`src/rtl/rv32_pkg.sv`:
```
// Shared architectural constants for the RV32 integer register file.
package rv32_pkg;
    localparam int XLEN = 32;
    localparam int NREG = 32;
    localparam int AW   = $clog2(NREG);
    typedef logic [AW-1:0] reg_addr_t;
endpackage

```
`src/rtl/regfile_scoreboard_if.sv`:
```
// Issue and writeback bundle between the issue stage and the register file.
interface regfile_scoreboard_if #(
    parameter int XLEN = rv32_pkg::XLEN,
    parameter int AW   = rv32_pkg::AW
);
    logic            issue_valid, issue_ready;
    logic [AW-1:0]   issue_rs1, issue_rs2, issue_rd;
    logic            issue_rs1_used, issue_rs2_used, issue_rd_we;
    logic [XLEN-1:0] rs1_data, rs2_data;
    logic            wb_valid;
    logic [AW-1:0]   wb_addr;
    logic [XLEN-1:0] wb_data;
    logic [AW:0]     pending_cnt;
    logic            wb_err;

    modport master (
        output issue_valid, issue_rs1, issue_rs2, issue_rs1_used, issue_rs2_used,
               issue_rd, issue_rd_we, wb_valid, wb_addr, wb_data,
        input  issue_ready, rs1_data, rs2_data, pending_cnt, wb_err
    );
    modport slave (
        input  issue_valid, issue_rs1, issue_rs2, issue_rs1_used, issue_rs2_used,
               issue_rd, issue_rd_we, wb_valid, wb_addr, wb_data,
        output issue_ready, rs1_data, rs2_data, pending_cnt, wb_err
    );
endinterface

```
`src/rtl/regfile_scoreboard_reg.sv`:
```
// Write-enabled register cell with asynchronous active-high reset.
module regfile_scoreboard_reg #(
    parameter int W = 32
) (
    input  logic         clk,
    input  logic         reset,
    input  logic         we,
    input  logic [W-1:0] d,
    output logic [W-1:0] q
);
    always_ff @(posedge clk or posedge reset) begin
        if (reset)   q <= '0;
        else if (we) q <= d;
    end
endmodule

```
`src/rtl/regfile_scoreboard.sv`:
```
// Register file with write bypass and a busy-bit scoreboard that stalls
// RAW and WAW hazards until the matching writeback arrives.
module regfile_scoreboard #(
    parameter int XLEN = rv32_pkg::XLEN,
    parameter int NREG = rv32_pkg::NREG
) (
    input logic               clk,
    input logic               reset,
    regfile_scoreboard_if.slave rf
);
    localparam int AW = $clog2(NREG);

    logic [NREG-1:0][XLEN-1:0] regs;
    logic [NREG-1:0]           busy, busy_eff, wb_hit, set_vec;
    logic                      hazard, accept, set, clr, err_hit;
    logic [AW:0]               cnt;
    logic                      err;

    assign regs[0] = '0;
    for (genvar i = 1; i < NREG; i++) begin : g_reg
        regfile_scoreboard_reg #(.W(XLEN)) u_reg (
            .clk   (clk),
            .reset (reset),
            .we    (rf.wb_valid && (rf.wb_addr == AW'(i))),
            .d     (rf.wb_data),
            .q     (regs[i])
        );
    end

    always_comb begin
        wb_hit = '0;
        if (rf.wb_valid && rf.wb_addr != '0) wb_hit[rf.wb_addr] = 1'b1;
    end

    // A register retiring this cycle no longer blocks, so issue overlaps writeback.
    assign busy_eff = busy & ~wb_hit;
    assign hazard   = (rf.issue_rs1_used & busy_eff[rf.issue_rs1])
                    | (rf.issue_rs2_used & busy_eff[rf.issue_rs2])
                    | (rf.issue_rd_we    & busy_eff[rf.issue_rd]);
    assign rf.issue_ready = reset | ~hazard;
    assign accept   = rf.issue_valid & rf.issue_ready & ~reset;

    always_comb begin
        rf.rs1_data = regs[rf.issue_rs1];
        rf.rs2_data = regs[rf.issue_rs2];
        if (wb_hit[rf.issue_rs1]) rf.rs1_data = rf.wb_data;
        if (wb_hit[rf.issue_rs2]) rf.rs2_data = rf.wb_data;
        if (reset) begin
            rf.rs1_data = '0;
            rf.rs2_data = '0;
        end
    end

    assign set = accept & rf.issue_rd_we & (rf.issue_rd != '0);
    always_comb begin
        set_vec = '0;
        if (set) set_vec[rf.issue_rd] = 1'b1;
    end
    assign clr     = |(wb_hit & busy);
    assign err_hit = |(wb_hit & ~busy);

    // Set is ORed after the clear so a same-register set/clear leaves it busy.
    always_ff @(posedge clk or posedge reset) begin
        if (reset) begin
            busy <= '0;
            cnt  <= '0;
            err  <= 1'b0;
        end else begin
            busy <= (busy & ~wb_hit) | set_vec;
            if (err_hit) err <= 1'b1;
            case ({set, clr})
                2'b10:   if (cnt != (AW+1)'(NREG-1)) cnt <= cnt + 1'b1;
                2'b01:   cnt <= cnt - 1'b1;
                default: cnt <= cnt;
            endcase
        end
    end

    assign rf.pending_cnt = cnt;
    assign rf.wb_err      = err;
endmodule
```
`src/flat_wrapper.sv`:
```
// flat-port wrapper written by rule: the top's interface ports become plain ports
module regfile_scoreboard_flat 
#(
    parameter int XLEN = rv32_pkg::XLEN,
    parameter int NREG = rv32_pkg::NREG
)
  (clk, reset, rf_issue_valid, rf_issue_rs1, rf_issue_rs2, rf_issue_rs1_used, rf_issue_rs2_used, rf_issue_rd, rf_issue_rd_we, rf_wb_valid, rf_wb_addr, rf_wb_data, rf_issue_ready, rf_rs1_data, rf_rs2_data, rf_pending_cnt, rf_wb_err);
  regfile_scoreboard_if #(.XLEN(XLEN)) rf_i ();
  input logic clk;
  input logic reset;
  input wire logic [$bits(rf_i.issue_valid)-1:0] rf_issue_valid;
  input wire logic [$bits(rf_i.issue_rs1)-1:0] rf_issue_rs1;
  input wire logic [$bits(rf_i.issue_rs2)-1:0] rf_issue_rs2;
  input wire logic [$bits(rf_i.issue_rs1_used)-1:0] rf_issue_rs1_used;
  input wire logic [$bits(rf_i.issue_rs2_used)-1:0] rf_issue_rs2_used;
  input wire logic [$bits(rf_i.issue_rd)-1:0] rf_issue_rd;
  input wire logic [$bits(rf_i.issue_rd_we)-1:0] rf_issue_rd_we;
  input wire logic [$bits(rf_i.wb_valid)-1:0] rf_wb_valid;
  input wire logic [$bits(rf_i.wb_addr)-1:0] rf_wb_addr;
  input wire logic [$bits(rf_i.wb_data)-1:0] rf_wb_data;
  output wire logic [$bits(rf_i.issue_ready)-1:0] rf_issue_ready;
  output wire logic [$bits(rf_i.rs1_data)-1:0] rf_rs1_data;
  output wire logic [$bits(rf_i.rs2_data)-1:0] rf_rs2_data;
  output wire logic [$bits(rf_i.pending_cnt)-1:0] rf_pending_cnt;
  output wire logic [$bits(rf_i.wb_err)-1:0] rf_wb_err;
  assign rf_i.issue_valid = rf_issue_valid;
  assign rf_i.issue_rs1 = rf_issue_rs1;
  assign rf_i.issue_rs2 = rf_issue_rs2;
  assign rf_i.issue_rs1_used = rf_issue_rs1_used;
  assign rf_i.issue_rs2_used = rf_issue_rs2_used;
  assign rf_i.issue_rd = rf_issue_rd;
  assign rf_i.issue_rd_we = rf_issue_rd_we;
  assign rf_i.wb_valid = rf_wb_valid;
  assign rf_i.wb_addr = rf_wb_addr;
  assign rf_i.wb_data = rf_wb_data;
  assign rf_issue_ready = rf_i.issue_ready;
  assign rf_rs1_data = rf_i.rs1_data;
  assign rf_rs2_data = rf_i.rs2_data;
  assign rf_pending_cnt = rf_i.pending_cnt;
  assign rf_wb_err = rf_i.wb_err;
  regfile_scoreboard #(.XLEN(XLEN), .NREG(NREG)) u_core (.clk(clk), .reset(reset), .rf(rf_i));
endmodule
```
`config.mk`:
```
export PLATFORM = sky130hd
export DESIGN_NAME = regfile_scoreboard_flat
export DESIGN_NICKNAME = d
export VERILOG_FILES = /design/src/rtl/rv32_pkg.sv /design/src/rtl/regfile_scoreboard_if.sv /design/src/rtl/regfile_scoreboard_reg.sv /design/src/rtl/regfile_scoreboard.sv /design/src/flat_wrapper.sv
export SDC_FILE = /design/constraint.sdc
export NUM_CORES = 2
export LEC_CHECK = 0
export CAP_MARGIN = 20
export CORE_MARGIN = 10
export CORE_UTILIZATION = 60
export CTS_CLUSTER_DIAMETER = 200
export DETAILED_ROUTE_END_ITERATION = 6
export PLACE_DENSITY = 0.76
export SYNTH_ARGS = -nofsm -noshare
export SYNTH_HDL_FRONTEND = slang
export SYNTH_SLANG_ARGS = --single-unit
```
`constraint.sdc`:
```
create_clock -name clk -period 48.6 [get_ports clk]
set_input_delay 7.29 -clock clk [delete_from_list [all_inputs] [get_ports clk]]
set_output_delay 7.29 -clock clk [all_outputs]
set_load 0.03 [all_outputs]
```
After elaboration in Yosys (flattened, before gate mapping)

Index checks and enable logic that the tools add are counted.

Register bits after elaboration: 1,031
Input port bits: 59
Output and inout port bits: 72
Logic and storage cells: 161

Add/subtract/negate cells: 2
Magnitude comparators: 6
Equality and inequality tests: 35
Mux-type cells: 26
Bitwise operators: 18
Reduce and logical (&&, ||, !) cells: 40

Operators with widths:

| cell                | number |
|---|---|
| $bmux 32 s5         | 2 |
| $mux 32             | 8 |
| $and 32x32->32      | 3 |
| $eq 5x5->1 const B  | 16 |
| $not 32->32         | 2 |
| $reduce_or 32->1    | 2 |
| $eq 5x4->1 const B  | 8 |
| $logic_and 1x1->1   | 34 |
| $or 32x32->32       | 1 |
| $bmux 1 s5          | 5 |
| $lt 5x6->1 const B  | 4 |
| $eq 5x3->1 const B  | 4 |
| $pmux 6 s2          | 1 |
| $demux 1 s5         | 2 |
| $eq 5x2->1 const B  | 2 |
| $ge 5x1->1 const B  | 2 |
| $reduce_bool 5->1   | 2 |
| $and 1x1->1         | 7 |
| $mux 1              | 7 |
| $add 6x1->6 const B | 1 |
| $mux 6              | 1 |
| $ne 6x5->1 const B  | 1 |
| $sub 6x1->6 const B | 1 |
| $eq 5x1->1 const B  | 1 |
| other kinds (7)     | 10 |

Depth between registers and ports, before layout

Depth in word-level cells: 21
Depth in mapped cells: 21
Gate-level depth less buffers: 17

Modules after synthesis

A second synthesis with hierarchy kept.

Cells, all modules: 3,841
Area, all modules: 62,110.8 um^2

By module, submodules not included:

| module                 | times used | cells each | area an instance (um^2) | sequential area each (um^2) |
|---|---|---|---|---|
| regfile_scoreboard_reg | 31         | 69         | 1,348.8                 | 800.8 |
| regfile_scoreboard     | 1          | 1,702      | 20,298.2                | 975.9 |

Worst setup path before layout

Ideal clock, no wire load.

Path type: input to output
Start: input reset
End: output rf_issue_ready
Data arrival time: 33.755 ns
Data required time: 41.310 ns
Setup slack: 7.555 ns
Stages on the path: 2
Buffers on the path: 0
Cell sequence: inv_1 -> nand2_1

Cells in the longest elaborated chain, start to end: 1

RTL lines:

| what        | line                     | RTL |
|---|---|---|
| from (decl) | flat_wrapper.sv:10       | `input logic reset;` |
| $or 1x1->1  | regfile_scoreboard.sv:40 | `assign rf.issue_ready = reset \| ~hazard;` |
| to (decl)   | flat_wrapper.sv:21       | `output wire logic [$bits(rf_i.issue_ready)-1:0] rf_issue_ready;` |

Every way passes these cells.

Worst setup path after layout

Start: input rf_wb_addr[1]
End: output rf_rs2_data[1]

Cells in the longest elaborated chain, start to end: 9
Elaborated cells between the ends (all ways): 12
Those cells by class: order compare (2); mux (7); reduce/logical (3)

RTL lines:

| what                                                           | line                     | RTL |
|---|---|---|
| from (decl)                                                    | flat_wrapper.sv:19       | `input wire logic [$bits(rf_i.wb_addr)-1:0] rf_wb_addr;` |
| $lt 5x6->1 (implied by the code) or $ge 5x1->1 (tied branches) | regfile_scoreboard.sv:32 | `if (rf.wb_valid && rf.wb_addr != '0) wb_hit[rf.wb_addr] = 1'b1;` |
| $logic_and 1x1->1 (implied by the code)                        | regfile_scoreboard.sv:32 |  |
| $mux 1 (implied by the code)                                   | regfile_scoreboard.sv:32 |  |
| $demux 1 s5                                                    | -                        |  |
| $mux 32 *                                                      | regfile_scoreboard.sv:32 |  |
| $bmux 1 s5 *                                                   | regfile_scoreboard.sv:47 | `if (wb_hit[rf.issue_rs2]) rf.rs2_data = rf.wb_data;` |
| $mux 1 (implied by the code) *                                 | regfile_scoreboard.sv:47 |  |
| $mux 32 *                                                      | regfile_scoreboard.sv:47 |  |
| $mux 32 *                                                      | regfile_scoreboard.sv:48 | `if (reset) begin` |
| to (decl)                                                      | flat_wrapper.sv:23       | `output wire logic [$bits(rf_i.rs2_data)-1:0] rf_rs2_data;` |

Mark *: on every way between the ends. The rest lies on a longest branch, timed or not. The select of a mux whose other input is x is not followed.

==> summary.txt <==
Status
  • Outcome: finished, final reports clean

Clock network
  • CTS Sinks: 1031
  • Cts bufs inserted: 108
  • Post-CTS Repair Setup Buffers: 0
  • CTS tree: built
  • # resized after CTS: 0
  • Worst-skew pair later-pin latency: 720 ps
  • CTS max path bufs: 3
  • CTS clock-pin slew for the worst setup and hold paths: 70 ps
  • Clock root buffer master: clkbuf_16
  • H-Tree Depth: 3
  • Hold buffer count at CTS: 0

Die
  • Starting Density: 0.605
  • # IOs: 131
  • Core Area: 95200 sq um
  • Die Wd: 330 um
  • Die area: 109000 sq um
  • Chip Height: 330 um
  • Site Rows: 113

Timing
  • Worst clock skew: 8.89 ps
  • Worst setup margin: 28670 ps
  • Final setup violation count: 0
  • Tcrit/Tclk final: 0.410
  • Setup TNS Final: 0 ps
  • Unrepaired setup endpoints after global routing: false
  • Slew Viols, Final: 0
  • Slew headroom: 0.213
  • Min Tclk post-route: 19930 ps
  • Fmax: 50.2 MHz
  • Worst slew pin tran: 1180 ps
  • Fin. Hold Viols: 0

Worst setup path
  • Path depth of the worst reg2reg path: 17
  • Reg2reg setup slack: 43980 ps
  • Critical Path End Type: output pin
  • CP Max Fanout: 35
  • FF-to-FF End: u_core.rf.pending_cnt[5]
  • Worst setup SP type: primary input
  • CP Class: in -> out
  • CP required: 41310 ps
  • Worst r2r src: u_core.busy[15]
  • CP arrival: 12640 ps

Yosys
  • Syn nets: 4654
  • Number of synthesized register bits: 1031
  • Post-synthesis async set-or-reset flop share: 1.00
  • Cells after Synth: 4590
  • Unique masters post-synth: 83
  • Synthesized cell area: 57600 sq um
  • Ys Warns: 0
  • Sequential share of the synthesized area: 0.448
  • Post-synth EDFFs: 0
  • Post-synth top flop: dfrtp_1
  • Syn_area_per_cell: 12.5 sq um

Cells and area
  • Area grow syn2layout: 11.3%
  • Final cell count without fillers: 5855
  • Share of layout cells above drive strength 1: 0.365
  • Nets@finish: 4570

Power
  • Power share of the clock group: 0.337
  • Cell-internal power: 1880 uW
  • Power per standard cell area: 41.0 nW/um^2
  • Logic pwr share: 0.225
  • Maximum VDD drop: 0.0356 mV
  • Net Switching: 743 uW
  • Sw Ratio: 0.283
  • Seq pwr share: 0.438
  • Leak: 0.0285 uW

GRT
  • Met2 Track Usage GR: 0.509
  • Vias in the first global route: 41.8k
  • Met3 usage: 0.0701
  • First-pass GRT wire length: 265 mm
  • Met1 GRT Util: 0.432
  • Grt ovf: 0
  • Largest net degree at the start of global routing: 173
  • Most used routing layer: met2
  • Total track usage: 0.323
  • Initial antenna violation count: 2

Place
  • Buffers on Ports: 130
  • Placer congestion estimate: 0.955
  • Post-DP HPWL: 95.2 mm
  • DP Worst Slack: 28730 ps
  • Placed instance count: 5641

Route
  • Per-cell routed wire length: 29.8 um
  • Via count: 40.6k
  • First DRT Iteration DRCs: 4944
  • Via density per instance: 6.93
  • Pre-antenna DRT Iters: 6
  • Antenna viol nets, final: 0
  • Final WL: 175 mm
  • # DRC: 0

Hold path
  • Hold_sp: u_core.busy[0]
  • Hold depth: 0
  • Hold crit path type: reg -> reg
  • Hold EP: u_core.busy[0]

Run
  • Maxcap violations: 0
==> power groups by stage <==
stage	clock network, uW	logic (uW)	registers (uW)
floorplan	0	450	1120
global placement	0	567	1140
detailed placement	0	583	1160
CTS	894	587	1140
global route	927	635	1170
finish	886	591	1150
==> layout make-up <==
| type | instances | area (sq um) |
|---|---|---|
| diodes | 1 | 2.50 |
| multi-input cells | 3094 | 30200 |
| fillers | 6558 | 31100 |
| clock buffers | 149 | 3120 |
| inverters | 17 | 76.3 |
| repair buffers | 254 | 2670 |
| clock inverters | 44 | 668 |
| well taps | 1265 | 1580 |
| flip-flops and latches | 1031 | 25800 |
==> flip-flops by register name, indices dropped and copies added (netlist names) <==
signal	cells
u_core.rf.pending_cnt	6
u_core.g.u_reg.q	992
u_core.rf.wb_err	1
u_core.busy	32
==> metrics by stage <==
| step | instance area [sq um] | hold slack [ps] | total power (uW) | util |
|---|---|---|---|---|
| 6_report | 64100 | 461 | 2630 | 0.674 |
| 5_1_grt | 64100 | 448 | 2730 | 0.674 |
| 4_1_cts | 63600 | 441 | 2620 | 0.668 |
| 3_5_place_dp | 59800 | 427 | 1740 | 0.628 |
| 3_3_place_gp | 59700 | 425 | 1710 | 0.628 |
| 2_1_floorplan | 57600 | 451 | 1570 | - |
==> how the worst max path moves through the flow <==
stage / start / end / slack, ps / cells past startpoint
finish: rf_wb_addr[1] / rf_rs2_data[1] / 28670 / 14
global route: rf_wb_addr[1] / rf_rs2_data[2] / 28500 / 14
detailed placement: rf_wb_addr[1] / rf_rs2_data[8] / 28730 / 14
global placement: rf_wb_addr[1] / rf_rs2_data[13] / 28540 / 13
floorplan: reset / rf_issue_ready / 7550 / 2
CTS: rf_wb_addr[1] / rf_rs2_data[8] / 28720 / 14
==> worst max-delay path: stages <==
cell and delay (ps):
clkdlybuf4s50_1 920, nand4b_2 570, nor2_4 220, buf_4 520, nand2_1 100, o21ai_0 120
a22oi_1 90, mux4_2 520, mux2i_4 620, buf_16 240, buf_4 450, mux2i_1 160
nor2_1 110, clkdlybuf4s50_1 680
==> layer usage <==
metal  routed length, um  vias to the layer above
met5                   0                        -
met4                8190                        0
met3               17600                      527
met2               82900                     2340
met1               65900                    21102
li1                    -                    16617
==> cells by family (layout without fill, tap and decap cells) <==
logic type      count (synthesis)  in the layout  synth area share
mux                          1404           1404             0.389
other cells                     0              1                 0
buf+inv                       465            464            0.0316
compound gates                242            242            0.0304
fa+ha+maj                       5              5           0.00122
simple gates                 1435           1435            0.0988
xor+xnor                        8              8           0.00122
flops                        1031           1031             0.448
==> layout by cell type (no fill, tap or decap), types with 5 or more instances in the layout <==
cell type	synthesis	routed
o21ai_1	6	6
xnor2_1	6	6
o21ai_0	54	54
a21oi_1	10	10
nand2_2	3	28
a32oi_1	7	7
o32ai_1	7	7
clkinvlp_4	0	5
nand2b_1	7	7
nor2b_1	8	7
o211ai_1	21	21
nor2_4	0	16
o31ai_1	29	29
clkbuf_1	347	16
buf_4	1	103
buf_16	0	14
bufinv_16	0	14
nand2_1	1252	1227
nand3_1	16	16
o22ai_1	18	18
clkdlybuf4s50_1	0	120
dfrtp_1	1031	1031
nor2_1	95	80
mux4_2	594	593
nand4_1	9	9
buf_8	0	5
o221ai_1	6	6
mux2i_1	100	100
a22o_1	33	33
inv_1	15	13
clkbuf_16	0	115
a22oi_1	6	6
clkbuf_8	0	24
mux2_2	706	706
clkinv_2	0	17
o2111ai_1	8	8
==> cell usage after synthesis, drive strengths merged, types with 3 or more instances <==
cell     number  share of area
a41oi         3        0.00046
nand4bb       3        0.00059
inv          15        0.00098
nor2b         8        0.00087
a22o         33         0.0050
nand4b        3        0.00056
nand3        17         0.0016
mux2        709           0.14
and4b         3        0.00052
xnor2         6        0.00091
a31oi         3        0.00033
mux2i       101          0.018
o2111ai       8         0.0012
nor3          4        0.00035
a21boi        3        0.00039
o211ai       21         0.0027
o31ai        29         0.0038
clkbuf      347          0.023
a221oi        4        0.00061
a22oi         6        0.00078
o221ai        6        0.00091
nand3b        3        0.00039
a311oi        3        0.00046
o21ai        60         0.0052
ha            4        0.00087
o22ai        18         0.0020
and2          4        0.00043
or2           3        0.00033
nand2b        7        0.00076
nand2      1255          0.082
nor4bb        3        0.00052
mux4        594           0.23
a32oi         7         0.0011
o32ai         7         0.0011
buf         101         0.0078
dfrtp      1031           0.45
nand4         9        0.00098
a21oi        10        0.00087
nor2         96         0.0063
nor4b         3        0.00072
Note: power is estimated with default switching activity, not from simulation.
